--- src/rtl/alu_div_sequencer.sv ---
// Multicycle unsigned restoring divider that sequences a shared combinational ALU.
// The ALU operand/control outputs are registered one cycle ahead, so during each
// state they already hold the drive that state needs, and the ALU answer is
// consumed in the same cycle.
`timescale 1ns/1ps

module alu_div_sequencer #(
   parameter int unsigned WIDTH = 32
) (
   input  logic             Clock,
   input  logic             ResetN,
   input  logic             Start,
   output logic             Ready,
   input  logic [WIDTH-1:0] Dividend,
   input  logic [WIDTH-1:0] Divisor,
   output logic             ResultValid,
   input  logic             ResultReady,
   output logic [WIDTH-1:0] Quotient,
   output logic [WIDTH-1:0] Remainder,
   output logic             DivByZero,
   output logic [WIDTH-1:0] AluA,
   output logic [WIDTH-1:0] AluB,
   output logic             AluAInvert,
   output logic             AluBNegate,
   output logic [1:0]       AluOp,
   input  logic [WIDTH-1:0] AluResult,
   input  logic             AluZero,
   input  logic             AluCarryOut,
   input  logic             AluOverflow
);

   localparam int unsigned CNT_W = (WIDTH > 1) ? $clog2(WIDTH) : 1;

   localparam logic [1:0] OP_AND = 2'b00;
   localparam logic [1:0] OP_OR  = 2'b01;
   localparam logic [1:0] OP_ADD = 2'b10;

   typedef enum logic [1:0] {
      S_IDLE,
      S_CHECK,
      S_ITER,
      S_DONE
   } state_t;

   state_t             state;
   logic [WIDTH-1:0]   dvs_q;      // latched divisor
   logic [WIDTH-1:0]   rem_q;      // partial remainder R
   logic [WIDTH-1:0]   quo_q;      // dividend bits shifting out / quotient bits shifting in
   logic [CNT_W-1:0]   cnt_q;      // remaining iteration steps minus one

   logic [WIDTH-1:0]   shifted;
   logic               take;
   logic [WIDTH-1:0]   rem_next;
   logic [WIDTH-1:0]   quo_next;
   logic [WIDTH-1:0]   shifted_next;
   logic               unused_ok;

   // The ALU is only ever used for OR and subtract here; invert of A is never needed.
   assign AluAInvert = 1'b0;

   // Overflow has no meaning for an unsigned compare-by-subtract.
   assign unused_ok = AluOverflow;

   // One restoring step: shift in next dividend bit, keep the difference when it did not borrow.
   // A set MSB in R means the shifted value is >= 2^WIDTH > V, so the subtract must be taken;
   // the WIDTH-bit modulo difference is then still the exact remainder.
   always_comb begin
      shifted      = {rem_q[WIDTH-2:0], quo_q[WIDTH-1]};
      take         = rem_q[WIDTH-1] | AluCarryOut;
      rem_next     = take ? AluResult : shifted;
      quo_next     = {quo_q[WIDTH-2:0], take};
      shifted_next = {rem_next[WIDTH-2:0], quo_next[WIDTH-1]};
   end

   // Control FSM, datapath registers and pre-registered ALU drive.
   always_ff @(posedge Clock or negedge ResetN) begin
      if (!ResetN) begin
         state       <= S_IDLE;
         Ready       <= 1'b1;
         ResultValid <= 1'b0;
         Quotient    <= '0;
         Remainder   <= '0;
         DivByZero   <= 1'b0;
         AluA        <= '0;
         AluB        <= '0;
         AluBNegate  <= 1'b0;
         AluOp       <= OP_AND;
         dvs_q       <= '0;
         rem_q       <= '0;
         quo_q       <= '0;
         cnt_q       <= '0;
      end else begin
         case (state)
            S_IDLE: begin
               if (Start) begin
                  dvs_q      <= Divisor;
                  rem_q      <= '0;
                  quo_q      <= Dividend;
                  cnt_q      <= CNT_W'(WIDTH - 1);
                  Ready      <= 1'b0;
                  // Zero test of the divisor: V | 0
                  AluA       <= Divisor;
                  AluB       <= '0;
                  AluOp      <= OP_OR;
                  AluBNegate <= 1'b0;
                  state      <= S_CHECK;
               end
            end

            S_CHECK: begin
               if (AluZero) begin
                  // quo_q still holds the untouched dividend here
                  Quotient    <= '1;
                  Remainder   <= quo_q;
                  DivByZero   <= 1'b1;
                  ResultValid <= 1'b1;
                  AluA        <= '0;
                  AluB        <= '0;
                  AluOp       <= OP_AND;
                  AluBNegate  <= 1'b0;
                  state       <= S_DONE;
               end else begin
                  AluA       <= shifted;
                  AluB       <= dvs_q;
                  AluOp      <= OP_ADD;
                  AluBNegate <= 1'b1;
                  state      <= S_ITER;
               end
            end

            S_ITER: begin
               rem_q <= rem_next;
               quo_q <= quo_next;
               if (cnt_q == '0) begin
                  Quotient    <= quo_next;
                  Remainder   <= rem_next;
                  DivByZero   <= 1'b0;
                  ResultValid <= 1'b1;
                  AluA        <= '0;
                  AluB        <= '0;
                  AluOp       <= OP_AND;
                  AluBNegate  <= 1'b0;
                  state       <= S_DONE;
               end else begin
                  cnt_q <= cnt_q - CNT_W'(1);
                  AluA  <= shifted_next;
               end
            end

            S_DONE: begin
               if (ResultReady) begin
                  ResultValid <= 1'b0;
                  Ready       <= 1'b1;
                  state       <= S_IDLE;
               end
            end

            default: begin
               state <= S_IDLE;
            end
         endcase
      end
   end

endmodule

--- config.mk ---
export PLATFORM = sky130hd
export DESIGN_NAME = alu_div_sequencer
export DESIGN_NICKNAME = d
export VERILOG_FILES = /design/src/rtl/alu_div_sequencer.sv
export SDC_FILE = /design/constraint.sdc
export NUM_CORES = 1
export LEC_CHECK = 0
export ABC_AREA = 1
export BUFFER_PORTS_ARGS = -buffer_cell sky130_fd_sc_hd__clkbuf_2
export CAP_MARGIN = 20
export CORE_ASPECT_RATIO = 0.5
export CORE_MARGIN = 2
export CORE_UTILIZATION = 30
export CTS_CLUSTER_SIZE = 24
export DETAILED_ROUTE_END_ITERATION = 12
export GPL_TIMING_DRIVEN = 0
export PLACE_DENSITY_LB_ADDON = 0.25
export REMOVE_ABC_BUFFERS = 1
export SLEW_MARGIN = 20
export SYNTH_ARGS = -nofsm -noshare
export SYNTH_HDL_FRONTEND = slang
export SYNTH_SLANG_ARGS = --single-unit
--- constraint.sdc ---
create_clock -name Clock -period 2.64 [get_ports Clock]
set_input_delay 0.264 -clock Clock [delete_from_list [all_inputs] [get_ports Clock]]
set_output_delay 0.264 -clock Clock [all_outputs]
set_load 0.01 [all_outputs]
Word level (Yosys, flattened, before mapping)
Index checks and enable logic that the tools add are counted.
Word-level totals
  output and inout bits: 135
  register bits: 237
  logic and storage cells: 80
Operators by class
  bitwise gates (word level): 1
  reduce and logical (&&, ||, !) cells: 16
  add/sub/neg operators: 1
  equality and inequality tests: 8
  mux-type cells: 40
Operators with widths (count)
  2-to-1 mux 32 bit: 12
  one-hot mux 32 bit (2 select lines): 4
  one-hot mux 32 bit (3 select lines): 2
  AND reduction 3 bit: 5
  2-to-1 mux 2 bit: 5
  2-to-1 mux 5 bit: 2
  != test 2 bit (second input constant): 5
  one-hot mux 5 bit (2 select lines): 1
  2-to-1 mux 1 bit: 8
  one-hot mux 2 bit (4 select lines): 1
  one-hot mux 1 bit (3 select lines): 2
  one-hot mux 2 bit (3 select lines): 1
  AND reduction 2 bit: 3
  nonzero test 2 bit: 3
  nonzero test 3 bit: 2
  logical NOT 5 bit: 1
  subtractor 5 x 1 -> 5 bit (second input constant): 1
  equality test 2 bit (second input constant): 2
  one-hot mux 1 bit (2 select lines): 2
  AND reduction 4 bit: 1
  equality test 2 x 1 -> 1 bit (second input constant): 1
  logical NOT 2 bit: 1
  OR 1 bit: 1

Logic depth before layout (Yosys ltp)
Gate-level depths: netlist (run 1).
  depth after elaboration: 4
  mapped depth: 11
  gate-level depth less buffers: 10

Worst setup path after synthesis (run 1)
No wires, ideal clock.
  path kind: register to register
  from: reg state[0]
  to: reg rem_q[6]
  clock period less this slack: 1564 ps
  required time: 2505 ps
  stages on the path, launching flop included: 11
  setup time: 135 ps
  data arrival time: 1429 ps
  setup slack: 1076 ps
  cells stage by stage: dfrtp_1 > inv_1 > ha_1 > buf_2 > inv_2 > o21ai_2 > inv_2 > buf_2 > buf_2 > nand2_1 > o21ai_0
On the way
  longest elaborated chain between the ends: 3
RTL lines
  start, declared: RTL line 45  | state_t state;
  start signal, assigned: RTL line 78  | state <= S_IDLE;
  start signal, assigned: RTL line 106  | state <= S_CHECK;
  start signal, assigned: RTL line 121  | state <= S_DONE;
  equality test 2 bit or logical NOT 2 bit (tied branches): RTL line 93  | case (state)
  nonzero test 2 bit (no line) or != test 2 bit (tied branches)
  AND reduction 2 bit (no line)
  end signal, assigned: RTL line 132  | rem_q <= rem_next;
  end, declared: RTL line 47  | logic [WIDTH-1:0] rem_q;
Parallel ways exist; a longest one is shown, timed or not.
A chain may end at the register's enable or synchronous reset.

Worst setup path after layout (run 1)
  from: reg cnt_q[0]
  to: reg AluB[26]
On the way
  longest elaborated chain between the ends: 3
RTL lines
  start, declared: RTL line 49  | logic [CNT_W-1:0] cnt_q;
  start signal, assigned: RTL line 99  | cnt_q <= CNT_W'(WIDTH - 1);
  start signal, assigned: RTL line 145  | cnt_q <= cnt_q - CNT_W'(1);
  logical NOT 5 bit: RTL line 134  | if (cnt_q == '0) begin
  != test 2 bit (no line)
  AND reduction 3 bit (no line)
  end signal, assigned: RTL line 124  | AluB <= dvs_q;
  end, declared: RTL line 22  | output logic [WIDTH-1:0] AluB,
Every way passes these cells.

==> reports/metrics.csv, run 1 <==
stage,metric,value,unit
cells_and_area,layout.cells.non_filler,2207,
synthesis,netlist-cell-type-count,29,
worst_setup_path,crit_family,simple AND/OR/NAND/NOR gates,
routing,drc_errors,0,
cells_and_area,final_common_cell,nand2_1,
floorplan,ioPinCount,238,
timing,max_freq,403,MHz
cells_and_area,fin_area,14300,um^2
synthesis,synth_area,11200,um^2
floorplan,design.core.area,36300,um^2
clock_tree,cts_sinks,237,
timing,fin_tns_setup,0,ns
worst_setup_path,max_stage_delay,0.43,ns
timing,final-setup-viol-count,0,
floorplan,die_x,277,um
placed_design,hpwl,23300,um
routing,wl,35900,um
cells_and_area,final_cell_mix,"nand2_1 (688), dfrtp_1 (236), clkbuf_2 (234), inv_1 (141), o21ai_0 (131)",
timing,period_minus_slack,2.48,ns
routing,num_vias,10100,
power_and_ir_drop,p_leak,7.63,nW
cells_and_area,finalNetCount,1818,
timing,hold_slack,0.0145,ns
global_routing,grt_pass1_wl,55500,um
routing,drt_iter0_drc,785,
clock_tree,clk_latency,0.54,ns
routing,ant_nets,0,
timing,hold_viol,0,
placed_design,place_congestion,0.803,
clock_tree,cts_tree,done,
global_routing,gr-total-overflow,0,
floorplan,fp.dieArea,38900,um^2
worst_setup_path,crit_buf_inv,1,
worst_setup_path,crit_chain,inv_1 > ha_1 > nand3_4 > nand2_4 > nand3_4 > o21ai_0,
routing,dr.pass1.iters,5,
clock_tree,htreeDepth,1,
worst_setup_path,path_class,reg2reg,
worst_setup_path,cp_max_fo,34,
timing,finClkSkew,0.0129,ns
timing,relSlewSlack,26.7,%
global_routing,grt_use_total,18.1,%
routing,wire_per_inst,16.2,um
power_and_ir_drop,irDropWorstVdd,0.704,mV
run,maxCapViolCount,0,
synthesis,synth_edf_count,0,
floorplan,die_h,141,um
worst_setup_path,crit_path_start_kind,register,
clock_tree,clock_path_buffers,3,
synthesis,ys.flop_type,dfrtp_1,
cells_and_area,synthToLayoutAreaGrowth,27.6,%
cells_and_area,diodes,0,
global_routing,grt_pass1_vias,9539,
worst_setup_path,worstPathArrival,2.91,ns
global_routing,grt_max_degree,82,
min_path,hp-class,in2reg,
worst_setup_path,slowest_stage,nand3_4,
synthesis,syn_avg_cell_area,7.64,um^2
timing,final.period_utilization,93.9,%
power_and_ir_drop,power_density,1350,nW/um^2
timing,drv_slew,0,
clock_tree,root_buffer,clkbuf_16,
placed_design,place_inst,2103,
floorplan,start_util,30.8,%
run_status,status,"finished, final reports clean",
placed_design,port_buffers,235,
synthesis,async_reset_ff_share,100,%
clock_tree,clkSlewWorstSetupHoldPaths,0.06,ns
worst_setup_path,crit_path_frequent_cell,nand3_4,
placed_design,dpl_cell_area,12800,um^2
routing,post_drt_via_cell_ratio,4.56,
synthesis,seq_area_frac_synth,53.1,%
floorplan,std_cell_rows,49,
synthesis,netlist_instances,1464,
timing,rsz0062_at_grt,no,
placed_design,preCtsSetupSlack,-1.65,ns
cells_and_area,drive_gt1_share,17.8,%
global_routing,antenna_found_initial,0,
timing,worstMarginPinSlew,1.10,ns
timing,setup_slack,0.161,ns
worst_setup_path,critPathRequiredTime,3.07,ns
synthesis,ys_ff_latch,237,
synthesis,yosys_warnings,0,
worst_setup_path,end_kind,register,
clock_tree,cts_buffers,25,
==> Yosys cell counts, types with 2 or more instances <==
library cell,instances,area [um^2]
nand2_2,2,12.5
dfrtp_1,236,5910
nand3_1,38,190
inv_2,5,18.8
buf_2,40,200
nor2_2,3,18.8
o21ai_0,131,656
nand3_2,2,20.0
o211ai_1,32,240
a21oi_1,33,165
ha_1,6,75.1
buf_6,4,45.0
buf_4,8,60.1
o21ai_1,43,215
nand2_1,689,2590
clkbuf_1,30,113
inv_1,141,529
nand4_1,2,12.5
buf_1,5,18.8
nor2_1,5,18.8
==> where the power goes <==
group          switching (W)  internal [W]
registers           0.000979       0.00534
clock network        0.00149       0.00197
logic                0.00649       0.00302
total                0.00896        0.0103
==> state kept, by name, indices dropped and copies added (netlist names) <==
register and cells:
Quotient 32, quo_q 32, state 2, AluBNegate 1, Remainder 32, AluA 32, rem_q 32, ResultValid 1
DivByZero 1, cnt_q 5, dvs_q 32, AluB 32, Ready 1, AluOp 2
==> path summary, 6_finish.rpt <==
path,start,end,slack (ns),cells past startpoint
max,cnt_q[0]$_DFFE_PN0P_,AluB[26]$_DFFE_PN0P_,0.16,6
min,Dividend[20],quo_q[20]$_DFFE_PN0P_,0.01,3
max reg2reg,cnt_q[0]$_DFFE_PN0P_,AluB[26]$_DFFE_PN0P_,0.16,6
min reg2reg,AluBNegate$_DFFE_PN0P_,AluBNegate$_DFFE_PN0P_,0.47,2
max in group asynchronous,ResetN,AluB[24]$_DFFE_PN0P_,1.36,5
min in group asynchronous,ResetN,Quotient[7]$_DFFE_PN0P_,0.09,2
==> cell families (layout without fill, tap and decap cells) <==
group                      Yosys count  count (layout)  synth area share, %
AOI/OAI and AO/OA                  241             242                 11.6
xor gates and xnor gates             1               1               0.0784
adders and majority gates            6               6                0.671
buffers and inverters              236             493                 8.93
DFF                                237             237                 53.1
other                                1               1               0.0335
and+or+nand+nor                    742             743                 25.7
==> worst min-delay path: stages <==
cell      delay, ns
clkbuf_2       0.11
o211ai_1       0.08
o21ai_0        0.07
==> layer usage <==
metal | vias to the layer above | global-route usage (%) | routed length, um
li1 | 5039 | - | -
met1 | 4785 | 25.8 | 16800
met2 | 197 | 28.8 | 16700
met3 | 52 | 2.60 | 1390
met4 | 0 | 4.98 | 923
met5 | - | 0 | 0
==> cell type report <==
type                    count  area [um^2]
clock buffers              37          721
clock inverters             4         48.8
fillers                  3872        22000
inverters                 148          602
multi-input cells         993         4360
flip-flops and latches    237         5930
well taps                 484          606
repair buffers            304         1990
==> through the flow <==
step                      utilization (%)  total power (W)
final                                39.3           0.0193
after floorplan                         -           0.0118
after detailed placement             35.2           0.0155
after global routing                 39.3           0.0209
after CTS                            39.2           0.0194
after global placement               34.5           0.0148
==> repair_timing <==
action | 4_1_cts | 5_1_grt
buffers inserted | 3 | 2
hold endpoints to repair | 135 | 0
hold buffers | 56 | 0
pin swaps | 3 | 1
resized for setup | 13 | 6
setup endpoints to repair | 190 | 134
gates cloned | 2 | 0
(Power assumes the default switching activity.)
==> run 2, diff against run 1 <==
CTS_BUF_LIST = sky130_fd_sc_hd__clkbuf_8   (was not set)
RECOVER_POWER = 100   (was not set)
==> run 2 against run 1 <==
  * Cell area is 1.4% lower
  * Wire length grew 1.1%
  * Largest power group unchanged
  * Maximum frequency up 1.8%
  * Largest cell class unchanged
  * Sequential power about the same
  * Power shrank 2.5%
  * Non-clock buffer count increased by 5
==> reports/metrics.csv, run 2 (synthesis gave the netlist of run 1 again) <==
stage,metric,value,unit,change
power_and_ir_drop,netSwitchingPower,0.00901,W,was 0.00896 W
worst_setup_path,critPathRequiredTime,3.06,ns,was 3.07 ns
routing,post_drt_via_cell_ratio,4.53,,was 4.56
power_and_ir_drop,p_int,0.00980,W,was 0.0103 W
clock_tree,root_buffer,clkbuf_8,,was clkbuf_16
global_routing,use_met3,3.14,%,was 2.60%
power_and_ir_drop,p_total,0.0188,W,was 0.0193 W
routing,drc_errors,0,,unchanged
power_and_ir_drop,power_frac_seq,33.5,%,was 32.8%
worst_setup_path,crit_path_start_kind,register,,unchanged
global_routing,gr-total-overflow,0,,unchanged
timing,final-setup-viol-count,0,,unchanged
global_routing,grtUsageMet1,25.8,%,about the same
power_and_ir_drop,clockPowerShare,17.2,%,was 17.9%
worst_setup_path,max_stage_delay,0.39,ns,was 0.43 ns
cells_and_area,final_common_cell,nand2_1,,unchanged
cells_and_area,fin_area,14100,um^2,was 14300 um^2
worst_setup_path,cp_max_fo,63,,was 34
worst_setup_path,slowest_stage,dfrtp_1,,was nand3_4
floorplan,ioPinCount,238,,unchanged
worst_setup_path,crit_family,buffers and inverters,,was simple AND/OR/NAND/NOR gates
placed_design,dpl_cell_area,12800,um^2,unchanged
cells_and_area,finalNetCount,1838,,was 1818
power_and_ir_drop,p_comb_share,49.3,%,about the same
cells_and_area,diodes,0,,unchanged
cells_and_area,layout.cells.non_filler,2238,,was 2207
timing,hold_slack,0.0280,ns,was 0.0145 ns
run_status,status,"finished, final reports clean",,unchanged
worst_setup_path,path_class,reg2reg,,unchanged
clock_tree,cts_buffers,40,,was 25
placed_design,port_buffers,235,,unchanged
min_path,min_to,quo_q[27]$_DFFE_PN0P_,,was quo_q[20]$_DFFE_PN0P_
power_and_ir_drop,switching_share,47.9,%,was 46.4%
timing,finClkSkew,0.0358,ns,was 0.0129 ns
placed_design,place_congestion,0.803,,unchanged
run,maxCapViolCount,0,,unchanged
placed_design,place_inst,2103,,unchanged
timing,max_freq,411,MHz,was 403 MHz
power_and_ir_drop,irDropWorstVdd,0.812,mV,was 0.704 mV
timing,hold_viol,0,,unchanged
worst_setup_path,crit_path_frequent_cell,nand2_1,,was nand3_4
worst_setup_path,end_kind,register,,unchanged
global_routing,grt_use_met2,29.0,%,was 28.8%
timing,worstMarginPinSlew,1.23,ns,was 1.10 ns
clock_tree,clkSlewWorstSetupHoldPaths,0.06,ns,about the same
min_path,hold_depth,3,,unchanged
cells_and_area,nFillCells,3963,,was 3872
cells_and_area,synthToLayoutAreaGrowth,25.8,%,was 27.6%
placed_design,hpwl,23300,um,unchanged
power_and_ir_drop,p_leak,7.28,nW,was 7.63 nW
global_routing,grt.busiest_layer,met2,,unchanged
clock_tree,cts_sinks,237,,unchanged
routing,wl,36200,um,was 35900 um
worst_setup_path,reg2reg_slack,0.21,ns,was 0.16 ns
routing,ant_nets,0,,unchanged
worst_setup_path,crit_buf_inv,4,,was 1
clock_tree,cts_tree,done,,unchanged
routing,drt_iter0_drc,747,,was 785
routing,wire_per_inst,16.2,um,about the same
worst_setup_path,worst_r2r_startpoint,state[0]$_DFFE_PN0P_,,was cnt_q[0]$_DFFE_PN0P_
global_routing,grt_max_degree,82,,unchanged
global_routing,grt_use_total,18.3,%,was 18.1%
timing,period_minus_slack,2.43,ns,was 2.48 ns
worst_setup_path,reg2reg_depth,9,,was 6
timing,final.period_utilization,92.2,%,was 93.9%
global_routing,grt_pass1_vias,9708,,was 9539
cells_and_area,final_cell_mix,"nand2_1 (688), dfrtp_1 (236), o21ai_0 (173), inv_1 (157), clkbuf_1 (135)",,"was nand2_1 (688), dfrtp_1 (236), clkbuf_2 (234), inv_1 (141), o21ai_0 (131)"
routing,dr.pass1.iters,7,,was 5
worst_setup_path,reg2reg_to,Remainder[30]$_DFFE_PN0P_,,was AluB[26]$_DFFE_PN0P_
floorplan,die_x,277,um,unchanged
clock_tree,htreeDepth,2,,was 1
cells_and_area,drive_gt1_share,10.7,%,was 17.8%
min_path,hp-class,in2reg,,unchanged
floorplan,die_h,141,um,unchanged
global_routing,grt_pass1_wl,55900,um,was 55500 um
timing,setup_slack,0.205,ns,was 0.161 ns
power_and_ir_drop,power_density,1340,nW/um^2,was 1350 nW/um^2
global_routing,antenna_found_initial,0,,unchanged
worst_setup_path,worstPathArrival,2.86,ns,was 2.91 ns
min_path,min-delay-start,Dividend[27],,was Dividend[20]
floorplan,start_util,30.8,%,unchanged
timing,rsz0062_at_grt,no,,unchanged
clock_tree,clk_latency,0.56,ns,was 0.54 ns
clock_tree,clock_path_buffers,3,,unchanged
floorplan,design.core.area,36300,um^2,unchanged
worst_setup_path,crit_chain,inv_1 > ha_1 > buf_12 > inv_6 > a21oi_4 > nand2_8 > clkinv_16 > nand2_1 > nand2_1,,was inv_1 > ha_1 > nand3_4 > nand2_4 > nand3_4 > o21ai_0
placed_design,preCtsSetupSlack,-1.65,ns,unchanged
routing,num_vias,10100,,about the same
timing,relSlewSlack,17.8,%,was 26.7%
floorplan,std_cell_rows,49,,unchanged
timing,drv_slew,0,,unchanged
floorplan,fp.dieArea,38900,um^2,unchanged
[run 2: cell types whose count changed in the layout (fill, tap and decap cells not counted), sizes merged]
cell         previous run  this run
buf                    13        11
inv                   147       163
clkinvlp                0         1
clkinv                  4         3
clkbuf                272       284
dlygate4sd3            56        61
[run 2: area by class of cell]
| type | count | area [um^2] | share of cell area [%] |
|---|---|---|---|
| clock buffers | 47 | 647 | 4.60 |
| clock inverters | 20 | 108 | 0.765 |
| inverters | 148 | 594 | 4.23 |
| multi-input cells | 993 | 4370 | 31.0 |
| flip-flops and latches | 237 | 5930 | 42.2 |
| well taps | 484 | 606 | 4.31 |
| repair buffers | 309 | 1810 | 12.9 |
[run 2: power by group through the flow]
stage / sequential, W / combinational, W / clock (W)
2_1_floorplan: 0.00660 / 0.00523 / 0
3_3_place_gp: 0.00627 / 0.00850 / 0
3_5_place_dp: 0.00637 / 0.00912 / 0
4_1_cts: 0.00632 / 0.00956 / 0.00334
5_1_grt: 0.00651 / 0.0104 / 0.00350
6_report: 0.00631 / 0.00926 / 0.00323
[run 2: worst min-delay path, cell delays in order]
cell	delay, ns
clkbuf_2	0.09
o211ai_1	0.10
o21ai_0	0.09
[run 2: repair_timing]
action                                  CTS  global route
hold buffers                             61             0
setup buffers                             3             2
hold endpoints to repair                140             0
endpoints found under the setup margin  189           134
pin swaps                                 3             1
gates resized for setup                  13             6
gates cloned                              2             0
[run 2: per-stage QoR]
step	TNS [ns]	utilization [%]
3_5_place_dp	-145.73	35.2
4_1_cts	0	39.3
5_1_grt	0	38.8
2_1_floorplan	-452.32	-
6_report	0	38.8
3_3_place_gp	-1926.82	34.5
[run 2: worst max path at each step]
stage	startpoint	to	slack (ns)	depth (start not counted)
floorplan	state[0]$_DFFE_PN0P_	rem_q[0]$_DFFE_PN0P_	-3.49	7
global placement	state[0]$_DFFE_PN0P_	rem_q[21]$_DFFE_PN0P_	-7.03	7
finish	state[0]$_DFFE_PN0P_	Remainder[30]$_DFFE_PN0P_	0.21	9
detailed placement	state[0]$_DFFE_PN0P_	Remainder[30]$_DFFE_PN0P_	-1.65	9
global route	state[0]$_DFFE_PN0P_	Remainder[30]$_DFFE_PN0P_	0.04	9
CTS	state[0]$_DFFE_PN0P_	rem_q[24]$_DFFE_PN0P_	0.005	8
[run 2: metal layers]
layer | wire [um] | part of all wire (%) | vias up
met3 | 1560 | 4.3 | 48
met1 | 17000 | 47 | 4820
met5 | 0 | 0 | -
li1 | - | - | 5073
met2 | 17000 | 47 | 198
met4 | 677 | 1.9 | 0
